File: src/rtl/mario_pkg.sv
// Shared types and constants for the player motion block.
// Key codes are USB HID usage IDs.
package mario_pkg;

  typedef enum logic [1:0] {
    GROUND = 2'd0,
    JUMP   = 2'd1,
    FALL   = 2'd2
  } motion_state_t;

  localparam logic [7:0] KEY_A     = 8'h04;
  localparam logic [7:0] KEY_D     = 8'h07;
  localparam logic [7:0] KEY_W     = 8'h1A;
  localparam logic [7:0] KEY_SPACE = 8'h2C;

  localparam int SCREEN_W = 640;
  localparam int SCREEN_H = 480;
  localparam int SPRITE_W = 16;
  localparam int SPRITE_H = 16;

  // True when any of the four key slots holds the given code.
  function automatic logic key_hit(
    input logic [31:0] kc,
    input logic [7:0]  k
  );
    return (kc[7:0]   == k) |
           (kc[15:8]  == k) |
           (kc[23:16] == k) |
           (kc[31:24] == k);
  endfunction

endpackage

File: src/rtl/mario_motion_key_decode.sv
// Keycode decoder: left/right levels and a jump
// rising-edge pulse (a held jump key fires once).
module key_decode (
  input  logic        i_clk,
  input  logic        i_rst,
  input  logic [31:0] i_keycode,
  output logic        o_left,
  output logic        o_right,
  output logic        o_jump_press
);
  import mario_pkg::*;

  logic w_jump_key;
  logic r_jump_prev;

  assign o_left  = key_hit(i_keycode, KEY_A);
  assign o_right = key_hit(i_keycode, KEY_D);

  assign w_jump_key = key_hit(i_keycode, KEY_W) |
                      key_hit(i_keycode, KEY_SPACE);

  assign o_jump_press = w_jump_key & ~r_jump_prev;

  // Remember last frame's jump key for edge detection.
  always_ff @(posedge i_clk or posedge i_rst) begin
    if (i_rst) r_jump_prev <= 1'b0;
    else       r_jump_prev <= w_jump_key;
  end

endmodule

File: src/rtl/mario_motion.sv
// Per-frame sprite physics: walk, jump profile, gravity.
// Optional macro RUN_ACCEL_EN enables run acceleration.
module mario_motion #(
  parameter logic [9:0] X_START    = 10'd80,
  parameter logic [9:0] FLOOR_Y    = 10'd400,
  parameter logic [9:0] X_MIN      = 10'd0,
  parameter logic [9:0] X_MAX      = 10'd623,
  parameter logic [9:0] Y_MIN      = 10'd0,
  parameter logic [9:0] WALK_SPEED = 10'd2,
  parameter logic [9:0] GRAVITY    = 10'd1,
  parameter logic [9:0] MAX_FALL   = 10'd8
) (
  input  logic        frame_clk,
  input  logic        Reset,
  input  logic [31:0] keycode,
  input  logic [9:0]  jump_x_motion,
  input  logic [9:0]  jump_y_motion,
  output logic        jump_en,
  output logic        hit_ground,
  output logic [9:0]  mario_x,
  output logic [9:0]  mario_y,
  output logic        facing_left
);
  import mario_pkg::*;

  localparam logic signed [11:0] C_WALK =
    $signed({2'b00, WALK_SPEED});
  localparam logic signed [11:0] C_XMIN =
    $signed({2'b00, X_MIN});
  localparam logic signed [11:0] C_XMAX =
    $signed({2'b00, X_MAX});
  localparam logic signed [11:0] C_YMIN =
    $signed({2'b00, Y_MIN});

  logic                w_left;
  logic                w_right;
  logic                w_jump_press;
  logic                w_left_only;
  logic                w_right_only;

  motion_state_t       r_state;
  motion_state_t       w_state_nxt;
  logic [9:0]          r_vy;
  logic [9:0]          w_vy_nxt;
  logic [9:0]          w_vy_acc;
  logic [10:0]         w_vy_sum;
  logic [10:0]         w_fall_sum;
  logic [1:0]          r_jf;
  logic [1:0]          w_jf_nxt;
  logic [9:0]          w_x_nxt;
  logic [9:0]          w_y_nxt;
  logic                w_jump_en_nxt;
  logic                w_facing_nxt;

  logic signed [11:0]  w_jx;
  logic signed [11:0]  w_jy;
  logic signed [11:0]  w_jx_eff;
  logic signed [11:0]  w_vx_nxt;
  logic signed [11:0]  w_x_sum;
  logic signed [11:0]  w_y_sum;

  key_decode u_keys (
    .i_clk        (frame_clk),
    .i_rst        (Reset),
    .i_keycode    (keycode),
    .o_left       (w_left),
    .o_right      (w_right),
    .o_jump_press (w_jump_press)
  );

  assign w_left_only  = w_left & ~w_right;
  assign w_right_only = w_right & ~w_left;

  assign w_jx = {{2{jump_x_motion[9]}}, jump_x_motion};
  assign w_jy = {{2{jump_y_motion[9]}}, jump_y_motion};

`ifdef RUN_ACCEL_EN
  localparam logic signed [11:0] C_RUN = C_WALK <<< 1;

  logic signed [11:0] r_vx;
  logic signed [11:0] w_vx_tgt;

  // Step velocity by one toward the held direction's run speed.
  always_comb begin
    w_vx_tgt = 12'sd0;
    if (w_left_only)       w_vx_tgt = -C_RUN;
    else if (w_right_only) w_vx_tgt = C_RUN;
    w_vx_nxt = r_vx;
    if (r_vx < w_vx_tgt)      w_vx_nxt = r_vx + 12'sd1;
    else if (r_vx > w_vx_tgt) w_vx_nxt = r_vx - 12'sd1;
  end

  // Horizontal velocity register.
  always_ff @(posedge frame_clk or posedge Reset) begin
    if (Reset) r_vx <= 12'sd0;
    else       r_vx <= w_vx_nxt;
  end
`else
  // Fixed walk speed while exactly one direction is held.
  always_comb begin
    w_vx_nxt = 12'sd0;
    if (w_left_only)       w_vx_nxt = -C_WALK;
    else if (w_right_only) w_vx_nxt = C_WALK;
  end
`endif

  assign w_jx_eff = (r_state == JUMP) ? w_jx : 12'sd0;
  assign w_x_sum  = $signed({2'b00, r_x_q()}) + w_vx_nxt + w_jx_eff;

  function automatic logic [9:0] r_x_q();
    return mario_x;
  endfunction

  // Clamp horizontal position; negative sums never wrap.
  always_comb begin
    w_x_nxt = w_x_sum[9:0];
    if (w_x_sum < C_XMIN)      w_x_nxt = X_MIN;
    else if (w_x_sum > C_XMAX) w_x_nxt = X_MAX;
  end

  // Facing follows the last single-direction input.
  always_comb begin
    w_facing_nxt = facing_left;
    if (w_left_only)       w_facing_nxt = 1'b1;
    else if (w_right_only) w_facing_nxt = 1'b0;
  end

  assign w_y_sum    = $signed({2'b00, mario_y}) + w_jy;
  assign w_vy_sum   = {1'b0, r_vy} + {1'b0, GRAVITY};
  assign w_vy_acc   = (w_vy_sum > {1'b0, MAX_FALL}) ?
                      MAX_FALL : w_vy_sum[9:0];
  assign w_fall_sum = {1'b0, mario_y} + {1'b0, w_vy_acc};

  // Vertical state machine: ground, profile rise, gravity fall.
  always_comb begin
    w_state_nxt   = r_state;
    w_y_nxt       = mario_y;
    w_vy_nxt      = r_vy;
    w_jf_nxt      = r_jf;
    w_jump_en_nxt = 1'b0;
    unique case (r_state)
      GROUND: begin
        if (w_jump_press) begin
          w_state_nxt   = JUMP;
          w_jf_nxt      = 2'd0;
          w_jump_en_nxt = 1'b1;
        end
      end
      JUMP: begin
        if (w_y_sum < C_YMIN) begin
          w_y_nxt     = Y_MIN;
          w_vy_nxt    = 10'd0;
          w_state_nxt = FALL;
        end else begin
          w_y_nxt = w_y_sum[9:0];
          if (jump_y_motion == 10'd0 && r_jf >= 2'd2) begin
            w_vy_nxt    = 10'd0;
            w_state_nxt = FALL;
          end else if (r_jf != 2'd3) begin
            w_jf_nxt = r_jf + 2'd1;
          end
        end
      end
      FALL: begin
        if (w_fall_sum >= {1'b0, FLOOR_Y}) begin
          w_y_nxt     = FLOOR_Y;
          w_vy_nxt    = 10'd0;
          w_state_nxt = GROUND;
        end else begin
          w_y_nxt  = w_fall_sum[9:0];
          w_vy_nxt = w_vy_acc;
        end
      end
      default: begin
        w_state_nxt = GROUND;
        w_y_nxt     = FLOOR_Y;
        w_vy_nxt    = 10'd0;
      end
    endcase
  end

  // Frame update of all state and registered outputs.
  always_ff @(posedge frame_clk or posedge Reset) begin
    if (Reset) begin
      r_state     <= GROUND;
      r_vy        <= 10'd0;
      r_jf        <= 2'd0;
      mario_x     <= X_START;
      mario_y     <= FLOOR_Y;
      jump_en     <= 1'b0;
      hit_ground  <= 1'b1;
      facing_left <= 1'b0;
    end else begin
      r_state     <= w_state_nxt;
      r_vy        <= w_vy_nxt;
      r_jf        <= w_jf_nxt;
      mario_x     <= w_x_nxt;
      mario_y     <= w_y_nxt;
      jump_en     <= w_jump_en_nxt;
      hit_ground  <= (w_state_nxt == GROUND);
      facing_left <= w_facing_nxt;
    end
  end

endmodule

File: config.mk
export PLATFORM = sky130hd
export DESIGN_NAME = mario_motion
export DESIGN_NICKNAME = d
export VERILOG_FILES = /design/src/rtl/mario_pkg.sv /design/src/rtl/mario_motion_key_decode.sv /design/src/rtl/mario_motion.sv
export SDC_FILE = /design/constraint.sdc
export NUM_CORES = 1
export LEC_CHECK = 0
export CAP_MARGIN = 20
export CORE_MARGIN = 3
export CORE_UTILIZATION = 45
export CTS_CLUSTER_DIAMETER = 80
export DETAILED_ROUTE_END_ITERATION = 8
export HOLD_SLACK_MARGIN = 0.02
export PLACE_DENSITY = 0.67
export SYNTH_ARGS = -nofsm -noshare
export SYNTH_HDL_FRONTEND = slang
export SYNTH_SLANG_ARGS = --single-unit
File: constraint.sdc
create_clock -name frame_clk -period 6.64 [get_ports frame_clk]
set_input_delay 1.328 -clock frame_clk [delete_from_list [all_inputs] [get_ports frame_clk]]
set_output_delay 1.328 -clock frame_clk [all_outputs]
set_load 0.01 [all_outputs]
==> results of run 1 <==
-- worst max-delay path: cells and delay by family --
kind / cells / cell delay (ps)
buf+inv: 2 / 500
simple gates: 6 / 1810
fa+ha+maj: 4 / 1420
compound gates: 5 / 790
-- power by group --
| group | switching (mW) | internal, mW | leakage [nW] | total (mW) |
|---|---|---|---|---|
| registers | 0.0562 | 0.295 | 0.484 | 0.351 |
| clock network | 0.0924 | 0.151 | 0.0683 | 0.243 |
| logic | 0.466 | 0.390 | 1.58 | 0.855 |
-- cell families after synthesis --
group | Yosys count | share of synthesized area (%)
compound gates | 124 | 23.2
xor+xnor | 19 | 4.37
fa+ha+maj | 54 | 20.3
buf+inv | 35 | 3.68
flops | 38 | 25.2
mux | 2 | 0.525
other cells | 1 | 0.0984
simple gates | 157 | 22.7
-- cells in the final DEF, fill, tap and decap left out, drive strengths merged, types with 5 or more instances in the layout --
cell type	instances
a211oi	5
dfstp	6
clkdlybuf4s50	76
fa	13
a21o	8
nand2	35
xnor2	9
nor3	14
and2	16
conb	6
nor2b	11
nand3	11
nand2b	7
a22oi	6
dfrtp	32
clkbuf	5
a21oi	28
xor2	10
o21ai	25
nor2	24
ha	41
and3	6
nor4bb	8
inv	27
o31ai	8
-- worst max path at each step --
stage / to / slack (ps) / cells after the start
3_3_place_gp: mario_x[1] / 760 / 17
4_1_cts: mario_x[5] / 960 / 17
6_report: mario_x[5] / 960 / 17
2_1_floorplan: mario_x[4] / 1330 / 13
5_1_grt: mario_x[5] / 660 / 17
3_5_place_dp: mario_x[0] / 650 / 17
-- registers in the layout, summed over array words and instances, names as in the netlist --
register and flops:
mario_x 10, r_state 2, u_keys.r_jump_prev 1, mario_y 10, facing_left 1, r_vy 10, hit_ground 1, r_jf 2
jump_en 1
-- area by class of cell --
class                      instances  area share, %
tap                              102           2.64
sequential                        38           19.8
inverter                          27           2.10
timing repair buffer              78           16.1
clock inverter                     3           1.42
multi-input combinational        362           56.5
clock buffer                       5           1.42
-- through the flow --
step | setup slack [ps] | instances | hold WS (ps)
2_1_floorplan | 1330 | 435 | 454
3_3_place_gp | 757 | 607 | 471
3_5_place_dp | 646 | 607 | 477
4_1_cts | 957 | 615 | 499
5_1_grt | 665 | 615 | 515
6_report | 956 | 615 | 498
-- per-layer routing --
metal	wire (um)	vias up	part of all wire [%]
met2	4660	83	48
met1	4670	1683	48
met5	0	-	0
met3	345	8	3.5
met4	79	0	0.81
li1	-	1752	-
==> reports/summary.txt, run 1 <==
Achievable Freq = 176 MHz
Static Leakage = 2.14 nW
DP Wirelength = 7.93 mm
HP Start = r_vy[8]
Slew margin rel. = 46.4%
Top-count cell post-synth = ha_1
CTS Hold Bufs = 0
Total power = 1.45 mW
Max-cap violations = 0
Reg-to-reg endpoint = r_vy[1]
GRT Resource Usage Total = 20.0%
Worst min path class = flip-flop to flip-flop
Initial Util = 47.8%
CP Launch Type = input pin
Die H = 98.0 um
Port buffer count = 76
DR DRC count = 0
Gp weighted congestion = 0.867
Syn-to-layout area delta = 26.8%
Synth Instances = 430
DP Area = 4690 um2
Number of cell rows = 32
Worst path slowest cell = or4b_2
Gr ovfl total = 0
Root Driver = clkbuf_8
Register area = 958 um2
Grt met1 use = 27.7%
Slew Viols, Final = 0
Fin nets = 620
Number of diodes = 0
Synth async-reset ratio = 100%
Setup slack, reg-to-reg = 2370 ps
Sequential element share of the synthesized area = 25.2%
FF+latch count, synth = 38
Reg2reg start = r_vy[0]
WL/cell = 15.9 um
Clock buffer depth = 2
Status = finished clean
Met3 Resource Use GR = 2.57%
Unrepaired setup endpoints after global routing = false
# IOs = 77
Chip width = 98.0 um
Core ar. = 7970 um2
Vias/cell = 5.73
Proportion of netlist area held by the largest area contributor = 21.0%
Synth cell types = 69
Post-layout min period = 5680 ps
Critical path origin = keycode[28]
Critical path required time = 6790 ps
Design Area, Final = 4830 um2
First-pass GRT wire length = 16.0 mm
Worst Setup End Kind = flip-flop
Largest net degree at the start of global routing = 39
Power per Cell Area = 300 nW/um2
Hold Path Depth = 1
Final setup skew = 7.56 ps
Die outline area = 9610 um2
Iter 0 DRT Violations = 118
# Post-CTS Setup Buffers = 0
Clock Latency Late Sink = 290 ps
Max H-tree Level = 2
EDFF count, synth = 0
Crit path largest cell delay = 670 ps
Worst EP arrival = 5840 ps
Crit Path Max Fanout = 11
Final setup fails = 0
Critical path cell sequence = clkdlybuf4s50_1 -> or4b_2 -> nor3_1 -> and3_1 -> a311oi_1 -> ha_1 -> inv_1 -> fa_1 -> ha_1 -> fa_1 -> a21o_1 -> a21oi_1 -> o21ai_1 -> nand3_1 -> or3b_2 -> o311ai_2 -> nand2_1
Crit share post-route = 85.6%
GRT met2 Usage = 33.7%
DRT Pass-1 Iters = 5
Post-Syn Area per Cell = 8.86 um2
Clk sinks = 38
Layout filler cell count = 705
Post-DRT Antenna Nets = 0
Most used routing layer = met2
Initial antenna violation count = 0
Vias in the first global route = 3361
Area leader, netlist = dfrtp_1
Ys flop type = dfrtp_1
Post_cts resized = 0
Share of cells above drive strength 1 = 5.65%
Worst Hold Endpoint = r_vy[8]
WL final = 9.76 mm
Clk slew on worst S/H paths = 90 ps
Synth top area cells = dfrtp_1 21%, ha_1 13%, fa_1 6.8%
Post-synth top cells = 41 x ha_1, 35 x nand2_1, 32 x dfrtp_1, 28 x a21oi_1, 27 x inv_1
R2R depth = 14
Slew @ Worst Pin = 804 ps
Final Util = 60.6%
Synthesized area = 3810 um2
Num CTS Buffers = 5
Via count = 3526
CTS tree = yes
Critical path class = input pin to flip-flop
Setup TNS = 0 ps
Yosys Warn Count = 0
Multi-input logic area = 2730 um2
VDD IR max = 0.217 mV
Final hold vios = 0
Power figures use the tool's default switching activity.
==> run 2: changes to the inputs <==
- HOLD_SLACK_MARGIN: 0.02 -> 0.05
==> results of run 2 <==
Same layout as run 1: the final DEF is identical, and so are final timing and power.
==> run 3: changes to the inputs <==
- CELL_PAD_IN_SITES_DETAIL_PLACEMENT: default -> 1
- CELL_PAD_IN_SITES_GLOBAL_PLACEMENT: default -> 2
- CORE_UTILIZATION: 45 -> 34
- PLACE_DENSITY: 0.67 -> 0.83
==> reports/summary.txt, run 3 (synthesis gave the netlist of run 1 again) <==
WL final = 11.4 mm (+17%)
Largest net degree at the start of global routing = 39 (unchanged)
Slew margin rel. = 41.9% (-4.5 points)
DRT Pass-1 Iters = 4 (-1)
First-pass GRT wire length = 19.4 mm (+22%)
Commonest cells after routing, fill and taps aside = 76 x clkdlybuf4s50_1, 41 x ha_1, 35 x nand2_1
Final worst slack = 770 ps (-186 ps)
Initial Util = 35.0% (-13 points)
CTS Hold Bufs = 0 (unchanged)
Total power = 1.51 mW (+3.9%)
DP Wirelength = 9.26 mm (+17%)
Clk slew on worst S/H paths = 90 ps (about the same)
Slew Viols, Final = 0 (unchanged)
Biggest regs = mario_x (10), mario_y (10), r_vy (10)
Vias/cell = 5.45 (-4.9%)
Vias in the first global route = 3812 (+13%)
Post-DRT Antenna Nets = 0 (unchanged)
Final hold vios = 0 (unchanged)
Gp weighted congestion = 0.849 (-2.1%)
Port buffer count = 76 (unchanged)
Number of diodes = 0 (unchanged)
Crit share post-route = 88.4% (+2.8 points)
Post_cts resized = 0 (unchanged)
Worst EP arrival = 6110 ps (+270 ps)
Gr ovfl total = 0 (unchanged)
CTS tree = yes
# IOs = 77 (unchanged)
Slew @ Worst Pin = 850 ps (+45.9 ps)
Chip width = 112 um (+14%)
Critical path class = input pin to flip-flop
Layout filler cell count = 1284 (+82%)
CP Launch Type = input pin
Unrepaired setup endpoints after global routing = false
DR DRC count = 0 (unchanged)
Setup TNS = 0 ps (unchanged)
Crit Path Max Fanout = 11 (unchanged)
Die H = 112 um (+14%)
Initial antenna violation count = 0 (unchanged)
Root Driver = clkbuf_8
# Post-CTS Setup Buffers = 0 (unchanged)
Worst min path class = flip-flop to flip-flop
Share of cells above drive strength 1 = 5.65% (unchanged)
Via count = 3559 (+0.94%)
Number of cell rows = 38 (+19%)
Fin nets = 620 (unchanged)
Worst Setup End Kind = flip-flop
GRT Resource Usage Total = 18.8% (-1.2 points)
Final setup skew = 8.31 ps (+0.757 ps)
Clock buffer depth = 2 (unchanged)
Static Leakage = 2.14 nW (+0.14%)
Post-layout min period = 5870 ps (+186 ps)
Num CTS Buffers = 5 (unchanged)
Core ar. = 10900 um2 (+37%)
Status = finished clean
Max H-tree Level = 2 (unchanged)
DP Area = 4740 um2 (+1.0%)
Power per Cell Area = 308 nW/um2 (+2.8%)
Critical path required time = 6880 ps (+90 ps)
Clock Latency Late Sink = 300 ps (about the same)
Achievable Freq = 170 MHz (-3.2%)
Commonest non-fill, non-tap cell in the layout = clkdlybuf4s50_1
Clk sinks = 38 (unchanged)
Setup WS pre-CTS = 451 ps (-195 ps)
Max-cap violations = 0 (unchanged)
Die outline area = 12500 um2 (+30%)
VDD IR max = 0.187 mV (-14%)
Iter 0 DRT Violations = 129 (+9.3%)
Final setup fails = 0 (unchanged)
WL/cell = 17.5 um (+10%)
Syn-to-layout area delta = 28.2%
Design Area, Final = 4880 um2 (+1.1%)
## run 3: layout make-up
type                    instances  area (um2)  share of cell area (%)
clock buffers                   6        82.6                    1.69
clock inverters                 2        60.1                    1.23
inverters                      27         101                    2.08
multi-input cells             362        2730                    55.9
flip-flops and latches         38         958                    19.6
well taps                     140         175                    3.59
repair buffers                 78         776                    15.9
## run 3: metrics by stage
stage	cells	hold slack (ps)	utilization, %
after floorplan	435	454	-
after detailed placement	645	472	43.5
final	653	491	44.9
after global placement	645	469	43.5
after global routing	653	532	44.9
after CTS	653	497	44.9
## run 3: worst paths after layout
check / from / to / slack (ps) / depth (start not counted)
max reg2reg: r_vy[0] / hit_ground / 2200 / 14
max: keycode[28] / mario_x[6] / 770 / 17
max in group asynchronous: Reset / mario_x[4] / 4800 / 3
min reg2reg: r_vy[8] / r_vy[8] / 490 / 1
min in group asynchronous: Reset / mario_x[2] / 1470 / 3
min: r_vy[8] / r_vy[8] / 490 / 1
## run 3: power by group
group          internal, mW  switching (mW)
clock                 0.161          0.0952
combinational         0.394           0.504
sequential            0.295          0.0572
total                 0.849           0.657
## run 3: worst max-delay path, stage by stage
cell and delay [ps]:
clkdlybuf4s50_1 440, or4b_2 670, nor3_1 230, and3_1 190, a311oi_1 50, ha_1 330
inv_1 80, fa_1 470, ha_1 240, fa_1 410, a21o_1 190, a21oi_1 300
o21ai_1 140, a2111oi_0 420, or3b_2 310, o311ai_2 220, nand2_1 110
## run 3: layer usage
metal / track usage (%) / share of wire [%] / vias to the layer above
met5: 0 / 0 / -
met4: 2.68 / 0.44 / 0
met3: 1.96 / 1.9 / 5
met2: 32.1 / 48 / 42
met1: 26.4 / 49 / 1759
li1: - / - / 1753
